$ cat src/rtl/full_adder_latch_pkg.sv
// Shared constants and a reference sum for the registered adder.
package full_adder_latch_pkg;

   localparam int DEFAULT_WIDTH = 4;

   function automatic logic [31:0] sum_mod(
      input logic [31:0] a,
      input logic [31:0] b,
      input int          width
   );
      logic [32:0] full;
      logic [32:0] mask;
      full = {1'b0, a} + {1'b0, b};
      mask = (33'd1 << width) - 33'd1;
      return 32'(full & mask);
   endfunction

endpackage

$ cat src/rtl/full_adder_latch_cell.sv
// One-bit full adder; the building block of the ripple chain.
module full_adder_cell (
   input  logic x,
   input  logic y,
   input  logic ci,
   output logic s,
   output logic co
);

   assign s  = x ^ y ^ ci;
   assign co = (x & y) | (x & ci) | (y & ci);

endmodule

$ cat src/rtl/full_adder_latch.sv
// Ripple-carry adder feeding an enable-gated result register.
module full_adder_latch
   import full_adder_latch_pkg::*;
#(
   parameter int WIDTH = DEFAULT_WIDTH
) (
   input  logic             clk,
   input  logic             rst,
   input  logic [WIDTH-1:0] a,
   input  logic [WIDTH-1:0] b,
   input  logic             en,
   output logic [WIDTH-1:0] c
);

   logic [WIDTH:0]   w_carry;
   logic [WIDTH-1:0] w_sum;
   logic             w_unused_cout;
   logic [WIDTH-1:0] r_c;

   assign w_carry[0] = 1'b0;

   for (genvar i = 0; i < WIDTH; i++) begin : g_chain
      full_adder_cell u_cell (
         .x  (a[i]),
         .y  (b[i]),
         .ci (w_carry[i]),
         .s  (w_sum[i]),
         .co (w_carry[i+1])
      );
   end

   // Result is modular; the final carry is intentionally dropped.
   assign w_unused_cout = w_carry[WIDTH];

   always_ff @(posedge clk or negedge rst) begin
      if (!rst) begin
         r_c <= '0;
      end else if (en) begin
         r_c <= w_sum;
      end
   end

   assign c = r_c;

endmodule

$ cat config.mk
export PLATFORM = sky130hd
export DESIGN_NAME = full_adder_latch
export DESIGN_NICKNAME = d
export VERILOG_FILES = /design/src/rtl/full_adder_latch_pkg.sv /design/src/rtl/full_adder_latch_cell.sv /design/src/rtl/full_adder_latch.sv
export SDC_FILE = /design/constraint.sdc
export NUM_CORES = 1
export LEC_CHECK = 0
export ABC_CLOCK_PERIOD_IN_PS = 1200
export BUFFER_PORTS_ARGS = -buffer_cell sky130_fd_sc_hd__buf_2
export CAP_MARGIN = 20
export CORE_AREA = 2 2 39 41
export CTS_BUF_LIST = sky130_fd_sc_hd__clkbuf_8
export DETAILED_ROUTE_END_ITERATION = 12
export DIE_AREA = 0 0 41 43
export MAX_ROUTING_LAYER = met4
export SETUP_SLACK_MARGIN = 0.4
export SLEW_MARGIN = 20
export SYNTH_ARGS = -nofsm -noshare
export SYNTH_HDL_FRONTEND = slang
export SYNTH_HIERARCHICAL = 1
export SYNTH_SLANG_ARGS = --single-unit
$ cat constraint.sdc
create_clock -name clk -period 1.2 [get_ports clk]
set_clock_uncertainty 0.1 [all_clocks]
set_input_delay 0.24 -clock clk [delete_from_list [all_inputs] [get_ports clk]]
set_output_delay 0.24 -clock clk [all_outputs]
set_load 0.02 [all_outputs]
==> results of run 1 <==
[placed cells by master, fill, tap and decap left out]
master	synthesis	routed
fa_1	4	1
conb_1	1	1
dlygate4sd3_1	0	1
fa_2	0	3
buf_4	0	2
clkbuf_8	0	3
buf_6	0	6
mux2_4	0	4
dfrtp_1	4	4
buf_2	0	8
[timing repair]
item,in CTS,in global routing
endpoints found under the setup margin,8,8
hold buffers,1,0
buffers inserted,1,1
hold endpoints to repair,4,0
resized for setup,11,3
pin swaps,3,0
[routing by layer]
layer	routed length, um	track usage	vias to the layer above
met3	88	0.0471	2
li1	-	-	81
met1	212	0.0731	84
met2	228	0.100	17
met4	18	0.100	0
met5	0	-	-
[cells by family after synthesis]
kind of cell | after synthesis | share of synthesized area
adder cells (fa/ha/maj) | 4 | 0.350
other | 1 | 0.0164
flip-flops | 4 | 0.437
multiplexers | 4 | 0.197
[worst max path at each step]
stage,start,end,slack (ps),depth (start not counted)
CTS,a[0],c[3],-910,6
global placement,b[0],c[3],-1180,6
finish,a[0],c[3],-900,6
detailed placement,b[0],c[3],-1200,6
global route,a[0],c[3],-960,6
floorplan,b[0],c[3],-1010,5
[power groups by stage]
stage	registers, mW	clock network (mW)	logic, mW
final	0.189	0.283	0.239
after global routing	0.192	0.297	0.264
after CTS	0.190	0.291	0.219
after detailed placement	0.184	0	0.155
after global placement	0.183	0	0.152
after floorplan	0.221	0	0.0466
[final cells by class]
class	count	area [um2]
fillers	144	938
multi-input cells	9	151
repair buffers	17	133
flip-flops and latches	4	100
clock buffers	3	41.3
well taps	16	20.0
[worst reg2reg max path, stage by stage, from the launching register on]
cell     delay [ps]
dfrtp_1         380
buf_4           140
mux2_4          250
[stage by stage]
step | cells | worst slack (ps) | cell area, um2 | hold WS [ps]
after floorplan | 13 | -1010 | 236 | -156
after global placement | 43 | -1180 | 327 | -51.9
after detailed placement | 43 | -1200 | 327 | -48.9
after CTS | 48 | -914 | 424 | 256
after global routing | 49 | -958 | 445 | 283
final | 49 | -902 | 445 | 260
==> flow_metrics.env, run 1 <==
export IMPL_status="complete, but fails checks"
export IMPL_violations="negative setup slack"
export IMPL_first_pass_iters=2
export IMPL_core_area_um2=1380
export IMPL_clk_latency_ps=220
export IMPL_p_int_mw=0.529
export IMPL_final_nets=50
export IMPL_viasPerCell=3.76
export IMPL_worst_path_most_repeated_cell="fa_2"
export IMPL_finalMaxSlewViolations=0
export IMPL_cp_arrival_ps=2100
export IMPL_drt_iter0_drc=1
export IMPL_rsz0062_at_grt="true"
export IMPL_ys_top_cells_by_count="dfrtp_1 (4), fa_1 (4), mux2_2 (4)"
export IMPL_p_clk_frac=0.397
export IMPL_clock_sinks=4
export IMPL_rows=14
export IMPL_yosys_warnings=6
export IMPL_setup_viol=3
export IMPL_utilization=0.322
export IMPL_switching_share=0.256
export IMPL_p_seq_frac=0.266
export IMPL_drc=0
export IMPL_vdd_ir_drop_max_mv=0.434
export IMPL_syn_nets=28
export IMPL_crit_chain="buf_6 > fa_2 > fa_2 > fa_2 > fa_1 > mux2_4"
export IMPL_cts_tree="yes"
export IMPL_hold_path_class="in -> async"
export IMPL_yosys_area_top_type_share=0.437
export IMPL_r2r_end="c[2]"
export IMPL_io_buffers=14
export IMPL_rr_startpoint="c[2]"
export IMPL_syn_to_final_growth_pct=94.5
export IMPL_h_tree_depth=1
export IMPL_antenna_found_initial=0
export IMPL_end_kind="flip-flop"
export IMPL_powerDensity_nw_per_um2=1600
export IMPL_ant_nets=0
export IMPL_cts_made_buffers=3
export IMPL_worstRegToRegCells=2
export IMPL_maxCapViolCount=0
export IMPL_cp_max_fo=1
export IMPL_worst_slack_ps=-902
export IMPL_r2r_slack_ps=210
export IMPL_synthArstFlopShare=1.00
export IMPL_crit_path_start_kind="primary input"
export IMPL_grt_remaining_overflow=0
export IMPL_grt_pass1_wl_um=793
export IMPL_avgSynthCellArea_um2=17.6
export IMPL_yosys_cell_types_count=4
export IMPL_die_x_um=41
export IMPL_synthFlopType="dfrtp_1"
export IMPL_clockRootBuffer="clkbuf_8"
export IMPL_layout_drive_gt1_share=0.788
export IMPL_wire_per_inst_um=11.2
export IMPL_cp_required_ps=1200
export IMPL_crit_type="in -> reg"
export IMPL_io_pins=15
export IMPL_vias=184
export IMPL_clockBufferDepth=2
export IMPL_fmax_mhz=476
export IMPL_wl_um=547
export IMPL_ys_seq_area_frac=0.437
export IMPL_crit_slowest_cell="fa_1"
export IMPL_synth_seq_cells=4
export IMPL_grt_max_degree=5
export IMPL_synthTopCellsByArea="dfrtp_1 (44%), fa_1 (35%), mux2_2 (20%)"
export IMPL_fin_crit_sh=1.75
export IMPL_clk_pin_slew_ps=30
export IMPL_initial_core_util=0.165
export IMPL_comb_power_share=0.337
export IMPL_crit_buf_inv=1
export IMPL_hold_violations=0
export IMPL_synth_cells=13
export IMPL_synth_edf_count=0
export IMPL_die_h_um=43
export IMPL_power_leakage_nw=0.213
export IMPL_antenna_cells=0
export IMPL_yosysTopAreaCell="dfrtp_1"
export IMPL_die_area_um2=1760
export IMPL_fin_tns_setup_ps=-1600
export IMPL_gp_congestion=0.589
export IMPL_syn_area_um2=229
export IMPL_power_mw=0.711
export IMPL_min_period_ps=2100
export IMPL_largest_register_ffs=4
export IMPL_cpPeakStageDelay_ps=440
export IMPL_p_sw_mw=0.182
export IMPL_track_usage=0.0811
export IMPL_grt_pass1_vias=203
export IMPL_path_delay_family="adder cells"
(Power assumes the default switching activity.)
==> run 2: changes to the inputs <==
REMOVE_ABC_BUFFERS = 1   (was not set)
TNS_END_PERCENT = 1   (was not set)
==> run 2 against run 1 <==
The flow still finishes with violations (negative setup slack). Die area unchanged. Utilization down 1.4 points. First-iteration DRC count grew to 3.0 times the previous value. Global-route usage up 0.53 points. Flip-flop and latch count unchanged. Sequential power about the same. Highest routed layer is now met3.
==> flow_metrics.env, run 2 (synthesized netlist as in run 1, its figures left out) <==
export IMPL_status="complete, but fails checks"
export IMPL_violations="negative setup slack"
export IMPL_end_kind="flip-flop"
export IMPL_crit_type="in -> reg"
export IMPL_min_period_ps=2110
export IMPL_antenna_cells=0
export IMPL_p_int_mw=0.507
export IMPL_clock_sinks=4
export IMPL_first_pass_iters=2
export IMPL_post_dp_cell_area_um2=319
export IMPL_p_clk_frac=0.405
export IMPL_largest_register_ffs=4
export IMPL_cp_arrival_ps=2100
export IMPL_r2r_slack_ps=330
export IMPL_initial_core_util=0.165
export IMPL_hold_path_class="in -> reg"
export IMPL_grt_max_degree=5
export IMPL_rows=14
export IMPL_gp_congestion=0.638
export IMPL_cts_made_buffers=3
export IMPL_fin_crit_sh=1.76
export IMPL_min_delay_start="en"
export IMPL_finalNonFillerCells=47
export IMPL_final_nets=48
export IMPL_comb_power_share=0.314
export IMPL_viasPerCell=3.77
export IMPL_layout_drive_gt1_share=0.774
export IMPL_drt_iter0_drc=3
export IMPL_die_area_um2=1760
export IMPL_finalMaxSlewViolations=0
export IMPL_io_pins=15
export IMPL_ant_nets=0
export IMPL_layout_commonest_cell="buf_2"
export IMPL_whs_path_depth=2
export IMPL_grt_pass1_vias=206
export IMPL_power_leakage_nw=0.199
export IMPL_top_layer_used="met3"
export IMPL_holdPathEnd="c[1]"
export IMPL_cp_max_fo=1
export IMPL_h_tree_depth=1
export IMPL_rr_startpoint="c[0]"
export IMPL_switching_share=0.254
export IMPL_wire_per_inst_um=11.1
export IMPL_fmax_mhz=474
export IMPL_drc=0
export IMPL_design_area_um2=427
export IMPL_track_usage=0.0864
export IMPL_syn_to_final_growth_pct=86.3
export IMPL_vias=177
export IMPL_grt_pass1_wl_um=903
export IMPL_clockBufferDepth=2
export IMPL_die_x_um=41
export IMPL_mostFrequentLayoutCells="buf_2 (8), buf_6 (6), dfrtp_1 (4)"
export IMPL_nFillCells=146
export IMPL_place_inst=43
export IMPL_wl_met2_um=215
export IMPL_worstRegToRegCells=1
export IMPL_maxCapViolCount=0
export IMPL_cts_tree="yes"
export IMPL_hold_violations=0
export IMPL_vdd_ir_drop_max_mv=0.733
export IMPL_met1_length_um=218
export IMPL_rsz0062_at_grt="true"
export IMPL_fin_hold_ws_ps=274
export IMPL_core_area_um2=1380
export IMPL_clk_pin_slew_ps=30
export IMPL_wl_met3_um=91
export IMPL_setup_viol=3
export IMPL_antenna_found_initial=0
export IMPL_wl_um=524
export IMPL_die_h_um=43
export IMPL_clockRootBuffer="clkbuf_8"
export IMPL_p_seq_frac=0.281
export IMPL_grt_remaining_overflow=0
export IMPL_worst_slack_ps=-910
export IMPL_crit_path_start_kind="primary input"
export IMPL_clk_latency_ps=210
export IMPL_p_sw_mw=0.172
export IMPL_io_buffers=14
export IMPL_r2r_end="c[0]"
export IMPL_cp_required_ps=1190
export IMPL_powerDensity_nw_per_um2=1590
[run 2: cell count changes in the layout (fill, tap and decap cells not counted), sizes merged]
cell,delta
buf,-2
[run 2: power by group through the flow]
stage | clock, mW | combinational (mW) | sequential, mW
6_report | 0.275 | 0.213 | 0.191
5_1_grt | 0.294 | 0.236 | 0.195
4_1_cts | 0.282 | 0.212 | 0.190
3_5_place_dp | 0 | 0.153 | 0.182
3_3_place_gp | 0 | 0.149 | 0.183
2_1_floorplan | 0 | 0.0443 | 0.221
[run 2: worst max path at each step]
stage	start	to	slack, ps	cells after the start
after floorplan	b[0]	c[3]	-1120	5
after global placement	b[0]	c[3]	-1280	6
after detailed placement	b[0]	c[3]	-1300	6
after CTS	a[0]	c[3]	-910	6
after global routing	a[0]	c[3]	-960	6
final	a[0]	c[3]	-910	6
[run 2: per-stage QoR]
step / setup TNS [ps] / util / worst slack, ps / total power, mW
global placement: -2790 / 0.231 / -1280 / 0.332
global route: -1760 / 0.308 / -956 / 0.725
floorplan: -2210 / - / -1120 / 0.265
CTS: -1650 / 0.304 / -913 / 0.684
finish: -1640 / 0.308 / -910 / 0.679
detailed placement: -2850 / 0.231 / -1300 / 0.335
[run 2: per-layer routing]
metal  global-route usage  vias to the layer above
li1                     -                       76
met5                    -                        -
met2                0.119                       18
met1               0.0900                       83
met3               0.0785                        0
met4               0.0200                        0
[run 2: worst max-delay path, cell delays in order]
cell and delay (ps):
buf_6 90, fa_2 360, fa_2 360, fa_2 340, fa_1 440, mux2_2 270
[run 2: layout make-up]
cell class,instances,area (um2),share of cell area
Tap cell,16,20.0,0.0469
Timing Repair Buffer,15,118,0.276
Clock buffer,3,41.3,0.0968
Sequential cell,4,100,0.235
Multi-Input combinational cell,9,148,0.346
[run 2: repair_timing]
| item | 4_1_cts | 5_1_grt |
|---|---|---|
| hold buffers | 1 | 0 |
| gates cloned | 0 | 0 |
| endpoints found under the hold margin | 4 | 0 |
| pin swaps | 2 | 0 |
| setup buffers | 0 | 0 |
| endpoints found under the setup margin | 8 | 8 |
| resized for setup | 15 | 1 |
==> run 3: changes to the inputs <==
ABC_CLOCK_PERIOD_IN_PS = 1800   (was 1200)
clock period = 1.8 ns   (was 1.2 ns; I/O delays follow)
==> run 3 against run 2 <==
The flow still finishes with violations (negative setup slack). First-iteration DRC count down 100%. Flip-flop and latch count did not move. Non-clock buffer count unchanged. Highest routed layer is now met4. Critical path depth stayed put. Setup slack gained 510 ps. Largest power group unchanged. Worst hold slack better by 110 ps. Critical endpoint unchanged.
==> flow_metrics.env, run 3 (synthesized netlist as in run 1, its figures left out) <==
export IMPL_hold_violations=0
export IMPL_r2r_slack_ps=940
export IMPL_path_delay_family="adder cells"
export IMPL_r2r_end="c[2]"
export IMPL_grt_remaining_overflow=0
export IMPL_place_ws_ps=-840
export IMPL_fin_hold_ws_ps=381
export IMPL_worstRegToRegCells=1
export IMPL_cts_tree="yes"
export IMPL_h_tree_depth=1
export IMPL_rsz0062_at_grt="true"
export IMPL_largest_register_ffs=4
export IMPL_io_pins=15
export IMPL_p_sw_mw=0.112
export IMPL_crit_path_start_kind="primary input"
export IMPL_die_h_um=43
export IMPL_die_x_um=41
export IMPL_core_area_um2=1380
export IMPL_first_pass_iters=1
export IMPL_p_int_mw=0.313
export IMPL_grt_pass1_wl_um=745
export IMPL_status="complete, but fails checks"
export IMPL_crit_chain="buf_6 > fa_2 > fa_2 > fa_2 > fa_1 > mux2_4"
export IMPL_fmax_mhz=454
export IMPL_rr_startpoint="c[2]"
export IMPL_drc=0
export IMPL_wire_per_inst_um=9.98
export IMPL_drt_iter0_drc=0
export IMPL_cts_made_buffers=3
export IMPL_worst_slack_ps=-401
export IMPL_crit_buf_inv=1
export IMPL_rows=14
export IMPL_antenna_cells=0
export IMPL_power_leakage_nw=0.188
export IMPL_final_nets=48
export IMPL_clk_latency_ps=210
export IMPL_cp_required_ps=1800
export IMPL_crit_slowest_cell="fa_1"
export IMPL_clock_sinks=4
export IMPL_crit_type="in -> reg"
export IMPL_maxCapViolCount=0
export IMPL_nFillCells=145
export IMPL_worst_path_most_repeated_cell="fa_2"
export IMPL_die_area_um2=1760
export IMPL_end_kind="flip-flop"
export IMPL_syn_to_final_growth_pct=72.7
export IMPL_ant_nets=0
export IMPL_cpPeakStageDelay_ps=440
export IMPL_layout_commonest_cell="buf_2"
export IMPL_post_cts_setup_buffer_count=0
export IMPL_track_usage=0.0768
export IMPL_io_buffers=14
export IMPL_crit_cells=6
export IMPL_fin_crit_sh=1.22
export IMPL_endpoint="c[3]"
export IMPL_wl_um=469
export IMPL_p_clk_frac=0.440
export IMPL_cp_max_fo=1
export IMPL_vias=177
export IMPL_clockRootBuffer="clkbuf_8"
export IMPL_layout_drive_gt1_share=0.774
export IMPL_hold_path_class="in -> async"
export IMPL_grt_pass1_vias=204
export IMPL_clk_pin_slew_ps=30
export IMPL_comb_power_share=0.273
export IMPL_viasPerCell=3.77
export IMPL_vdd_ir_drop_max_mv=0.148
export IMPL_p_seq_frac=0.286
export IMPL_powerDensity_nw_per_um2=1070
export IMPL_violations="negative setup slack"
export IMPL_clockBufferDepth=2
export IMPL_switching_share=0.263
export IMPL_min_period_ps=2200
export IMPL_grt_max_degree=5
export IMPL_initial_core_util=0.165
export IMPL_cp_arrival_ps=2200
export IMPL_setup_viol=2
export IMPL_finalMaxSlewViolations=0
export IMPL_antenna_found_initial=0
export IMPL_gp_congestion=0.600
export IMPL_mostFrequentLayoutCells="buf_2 (13), dfrtp_1 (4), mux2_4 (3), clkbuf_8 (3), fa_2 (3)"
export IMPL_startpoint="a[0]"
run 3: cell types whose count changed in the layout (fill, tap and decap cells not counted):
cell / before / now
buf_2: 8 / 13
buf_6: 6 / 1
run 3: per-layer routing:
layer / vias to the layer above / wire length (um) / GRT usage
met2: 17 / 178 / 0.0875
li1: 77 / - / -
met5: - / 0 / -
met1: 81 / 187 / 0.0726
met3: 2 / 85 / 0.0471
met4: 0 / 17 / 0.100
run 3: stage by stage:
stage / total power [mW] / util / setup TNS, ps / instance area, um2 / std cells
floorplan: 0.177 / - / -893 / 229 / 13
global placement: 0.221 / 0.231 / -1300 / 319 / 43
detailed placement: 0.224 / 0.231 / -1350 / 319 / 43
CTS: 0.430 / 0.283 / -447 / 392 / 47
global route: 0.454 / 0.286 / -523 / 395 / 47
finish: 0.424 / 0.286 / -430 / 395 / 47
run 3: worst min path at each step:
stage,startpoint,endpoint,cells after the start
after floorplan,rst,c[0],0
after global placement,rst,c[1],1
after detailed placement,rst,c[1],1
after CTS,rst,c[0],2
after global routing,rst,c[0],2
final,rst,c[0],2
run 3: layout make-up:
class | instances | area [um2] | share of cell area
clock buffer | 3 | 41.3 | 0.104
multi-input combinational | 9 | 148 | 0.373
sequential | 4 | 100 | 0.253
tap | 16 | 20.0 | 0.0506
timing repair buffer | 15 | 86.3 | 0.218
run 3: power by group through the flow:
stage / clock [mW] / combinational, mW / sequential, mW
floorplan: 0 / 0.0295 / 0.147
global placement: 0 / 0.0999 / 0.121
detailed placement: 0 / 0.102 / 0.122
CTS: 0.194 / 0.115 / 0.121
global route: 0.197 / 0.132 / 0.124
finish: 0.187 / 0.116 / 0.122
run 3: what timing repair did:
action / CTS / global route
hold buffers: 1 / 0
setup endpoints to repair: 3 / 3
cloned: 0 / 0
gates resized for setup: 6 / 1
pin swaps: 1 / 0
endpoints found under the hold margin: 4 / 0
